File: src/rtl/counter_pkg.sv
// Shared types and constants for the counter/timer subsystem.
// Used by the up-counter and the countdown timer.
package counter_pkg;

    localparam int DEFAULT_WIDTH = 8;

    typedef enum logic [1:0] {
        IDLE,
        RUN,
        FIRE
    } cdt_state_e;

endpackage

File: src/rtl/countdown_timer_if.sv
// Load handshake, control strobes and status of the countdown timer.
// The master side requests loads; the slave side is the timer.
interface countdown_timer_if #(
    parameter int WIDTH = 8
);
    logic             load_valid;
    logic             load_ready;
    logic [WIDTH-1:0] load_value;
    logic             decr;
    logic             abort;
    logic [WIDTH-1:0] count_reg;
    logic             busy;
    logic             done;

    modport master (
        output load_valid,
        output load_value,
        output decr,
        output abort,
        input  load_ready,
        input  count_reg,
        input  busy,
        input  done
    );

    modport slave (
        input  load_valid,
        input  load_value,
        input  decr,
        input  abort,
        output load_ready,
        output count_reg,
        output busy,
        output done
    );
endinterface

File: src/rtl/countdown_timer.sv
// Loadable down-counter with a one-cycle done pulse at terminal count.
// RUN is only entered with a non-zero count, so the decrement never wraps.
module countdown_timer
    import counter_pkg::*;
#(
    parameter int WIDTH = DEFAULT_WIDTH
) (
    input  logic                  clk,
    input  logic                  rstn,
    countdown_timer_if.slave      tmr
);

    cdt_state_e       r_state;
    cdt_state_e       w_next;
    logic [WIDTH-1:0] r_count;
    logic [WIDTH-1:0] w_count_nxt;

    always_ff @(posedge clk) begin
        if (!rstn) begin
            r_state <= IDLE;
            r_count <= '0;
        end else begin
            r_state <= w_next;
            r_count <= w_count_nxt;
        end
    end

    always_comb begin
        w_next      = r_state;
        w_count_nxt = r_count;
        unique case (r_state)
            IDLE: begin
                if (tmr.load_valid) begin
                    w_count_nxt = tmr.load_value;
                    w_next      = (tmr.load_value == '0) ? FIRE : RUN;
                end
            end
            RUN: begin
                // abort wins over a simultaneous decrement
                if (tmr.abort) begin
                    w_count_nxt = '0;
                    w_next      = IDLE;
                end else if (tmr.decr) begin
                    w_count_nxt = r_count - WIDTH'(1);
                    if (r_count == WIDTH'(1)) begin
                        w_next = FIRE;
                    end
                end
            end
            FIRE: begin
                w_next = IDLE;
            end
            default: begin
                w_next      = IDLE;
                w_count_nxt = '0;
            end
        endcase
    end

    assign tmr.load_ready = (r_state == IDLE);
    assign tmr.busy       = (r_state == RUN);
    assign tmr.done       = (r_state == FIRE);
    assign tmr.count_reg  = r_count;

endmodule

File: src/flat_wrapper.sv
// flat-port wrapper written by rule: the top's interface ports become plain ports
module countdown_timer_flat import counter_pkg::*;
#(
    parameter int WIDTH = DEFAULT_WIDTH
)
  (clk, rstn, tmr_load_valid, tmr_load_value, tmr_decr, tmr_abort, tmr_load_ready, tmr_count_reg, tmr_busy, tmr_done);
  countdown_timer_if #(.WIDTH(WIDTH)) tmr_i ();
  input  logic clk;
  input  logic rstn;
  input wire logic [$bits(tmr_i.load_valid)-1:0] tmr_load_valid;
  input wire logic [$bits(tmr_i.load_value)-1:0] tmr_load_value;
  input wire logic [$bits(tmr_i.decr)-1:0] tmr_decr;
  input wire logic [$bits(tmr_i.abort)-1:0] tmr_abort;
  output wire logic [$bits(tmr_i.load_ready)-1:0] tmr_load_ready;
  output wire logic [$bits(tmr_i.count_reg)-1:0] tmr_count_reg;
  output wire logic [$bits(tmr_i.busy)-1:0] tmr_busy;
  output wire logic [$bits(tmr_i.done)-1:0] tmr_done;
  assign tmr_i.load_valid = tmr_load_valid;
  assign tmr_i.load_value = tmr_load_value;
  assign tmr_i.decr = tmr_decr;
  assign tmr_i.abort = tmr_abort;
  assign tmr_load_ready = tmr_i.load_ready;
  assign tmr_count_reg = tmr_i.count_reg;
  assign tmr_busy = tmr_i.busy;
  assign tmr_done = tmr_i.done;
  countdown_timer #(.WIDTH(WIDTH)) u_core (.clk(clk), .rstn(rstn), .tmr(tmr_i));
endmodule
File: config.mk
export PLATFORM = sky130hd
export DESIGN_NAME = countdown_timer_flat
export DESIGN_NICKNAME = d
export VERILOG_FILES = /design/src/rtl/counter_pkg.sv /design/src/rtl/countdown_timer_if.sv /design/src/rtl/countdown_timer.sv /design/src/flat_wrapper.sv
export SDC_FILE = /design/constraint.sdc
export NUM_CORES = 1
export LEC_CHECK = 0
export BUFFER_PORTS_ARGS = -buffer_cell sky130_fd_sc_hd__buf_2
export CORE_MARGIN = 4
export CORE_UTILIZATION = 35
export CTS_CLUSTER_DIAMETER = 50
export CTS_CLUSTER_SIZE = 12
export DETAILED_ROUTE_END_ITERATION = 10
export PLACE_DENSITY = 0.57
export SLEW_MARGIN = 30
export SYNTH_ARGS = -nofsm -noshare
export SYNTH_HDL_FRONTEND = slang
export SYNTH_SLANG_ARGS = --single-unit
File: constraint.sdc
create_clock -name clk -period 2 [get_ports clk]
set_input_delay 0.6 -clock clk [delete_from_list [all_inputs] [get_ports clk]]
set_output_delay 0.6 -clock clk [all_outputs]
set_load 0.05 [all_outputs]
==> reports/results.txt <==
R2R Path Start -> u_core.tmr.count_reg[0]
Finish-stage setup viols -> 0
CP Capture Type -> output port
drt pass-1 iters -> 6
PortBufs -> 23
Die ar. -> 2660 um^2
#FFs+latches synth -> 10
first-pass GRT wire length -> 2830 um
Crit path arrival time -> 1.26 ns
min-delay worst type -> flop to flop
antenna viol nets, final -> 0
Worst path max stage delay -> 0.55 ns
vias in the first global route -> 654
register area share after synthesis -> 30.1%
Synth Net Count -> 93
CORE AREA -> 1760 um^2
GRT overflow -> 0
DR vias -> 691
Synth warnings -> 0
max reg flops -> 8
post-CTS setup repair buffer count -> 0
post-synthesis cell count -> 78
number of gates resized after cts -> 0
Peak VDD IR -> 0.871 mV
Top FF cell, synth -> dfxtp_1
CTS tree -> done
Post-synth EDFFs -> 0
Die Wd -> 51.6 um
Post-CTS Hold Fix Bufs -> 0
Starting DRT DRC Count -> 30
Synth Cell Area -> 664 um^2
Async SR Flop Fraction -> 0%
unrepaired setup endpoints after global routing -> false
routed len/inst -> 13.3 um
Fmax -> 538 MHz
largest net degree at the start of global routing -> 12
H-tree levels -> 1
slowest CP cell -> dfxtp_1
power per cell area -> 1780 nW/um^2
CTS sink cnt -> 10
CTS buffer count -> 3
initial antenna violation count -> 0
Critical Path RT -> 1.40 ns
clock root buffer -> clkbuf_4
status -> finished clean
GRT Util Overall -> 13.9%
final worst-path cycle share -> 92.9%
commonest cells after routing, fill and taps aside -> 23 x buf_2, 10 x dfxtp_1, 7 x nor2_1, 6 x a22oi_1
height of the die -> 51.6 um
DRC -> 0
stages on the worst setup path -> 2
R2R cell count -> 6
CP Max Fanout -> 11
mean area per synthesized cell -> 8.52 um^2
Post-DP HPWL -> 1320 um
Cell Area, Placed -> 807 um^2
Worst-path clk slew -> 0.07 ns
ANT cells -> 0
cell area after layout -> 843 um^2
crit path from -> u_core.r_state[0]
Total Power -> 1500 uW
final core occ -> 47.8%
Clock Latency Late Sink -> 0.27 ns
slew at the pin closest to its max-slew limit -> 0.530 ns
Vias/cell -> 5.32
cells along the critical path -> nor2b_1 -> buf_2
CTS max path bufs -> 2
num rows -> 15
Critical path destination -> tmr_busy
GP Congestion -> 0.769
Final #Nets -> 121
Worst slew margin -> 64.4%
flop2flop setup slack -> 0.43 ns
Setup Total Neg Slack -> 0 ns
Post-Route WL -> 1730 um
Layout Cells excl Fill -> 130
Layout area overhead -> 26.9%
r2r endpoint -> u_core.tmr.count_reg[6]
CP delay by family, top -> flip-flops
IO Pins -> 24
Initial Util -> 37.7%
Slew Viols, Final -> 0
Setup Skew -> 0.00737 ns
share of cells above drive strength 1 -> 31.4%
static leakage -> 0.000370 uW
CP Class -> flop to output port
most common cell after layout, fill and taps aside -> buf_2
CP Buf/Inv Count -> 1
Max-Cap Viols -> 0
type of origin of the critical path -> flop
dpl cells -> 126
min Tclk post-route -> 1.86 ns
Unique masters post-synth -> 33
Final Hold Fails -> 0
## report_power, final
part           total, uW  internal, uW  switching [uW]
Sequential           371           261             110
Combinational        947           342             605
Clock                182           111            71.7
Total               1500           713             787
## how the worst min path moves through the flow
stage / start / end / slack (ns) / depth (start not counted)
after floorplan: u_core.r_state[1] / u_core.r_state[1] / 0.52 / 2
after global placement: u_core.tmr.count_reg[1] / u_core.tmr.count_reg[1] / 0.58 / 2
after detailed placement: u_core.tmr.count_reg[1] / u_core.tmr.count_reg[1] / 0.58 / 2
after CTS: u_core.tmr.count_reg[1] / u_core.tmr.count_reg[1] / 0.60 / 2
after global routing: rstn / u_core.r_state[0] / 0.63 / 3
final: u_core.tmr.count_reg[1] / u_core.tmr.count_reg[1] / 0.59 / 2
## worst reg2reg max path: cells and delay by family (launching register included)
kind,cells,cell delay (ns)
AO/OA/AOI/OAI,1,0.11
XOR/XNOR,1,0.15
adder cells (fa/ha/maj),1,0.19
buffers and inverters,1,0.09
flip-flops,1,0.35
AND/OR/NAND/NOR,2,0.57
## synthesized netlist by cell type (all sizes together) (2+ instances only)
library cell  instances  area, um^2
a21oi                 6        41.3
buf                   2        18.8
nor3b                 4        35.0
nor4                  3        18.8
nand3                 2        10.0
nor2                  7        26.3
ha                    2        25.0
a22o                  2        17.5
inv                   3        11.3
dfxtp                10         200
o22ai                 4        25.0
a22oi                 6        45.0
nor2b                 2        12.5
nand2                 5        18.8
o21ai                 2        10.0
nor3                  2        10.0
xor2                  4        35.0
## per-layer routing
layer	track usage, %	part of all wire (%)
met1	18.3	45
met2	21.4	49
met3	5.44	5.0
met4	2.62	0.41
met5	0	0
## cell type report
type	count	area [um^2]
clock buffer	4	36.3
inverter	4	15.0
multi-input combinational	62	430
fill	193	921
tap	25	31.3
sequential	10	200
timing repair buffer	25	130
## through the flow
step           worst slack [ns]  hold slack [ns]
6_report                  0.141            0.594
5_1_grt                  0.0607            0.633
4_1_cts                   0.119            0.597
3_5_place_dp              0.225            0.580
3_3_place_gp              0.218            0.584
2_1_floorplan             0.113            0.519
## cells by family (layout without fill, tap and decap cells)
group	after synthesis	after routing	share of synthesized area, %
simple gates	30	30	26.0
compound gates	24	24	26.9
flops	10	10	30.1
buf+inv	6	33	5.08
xor+xnor	5	5	6.59
fa+ha+maj	2	2	3.77
mux	1	1	1.51
No activity file was read; power rests on OpenSTA's default activity.
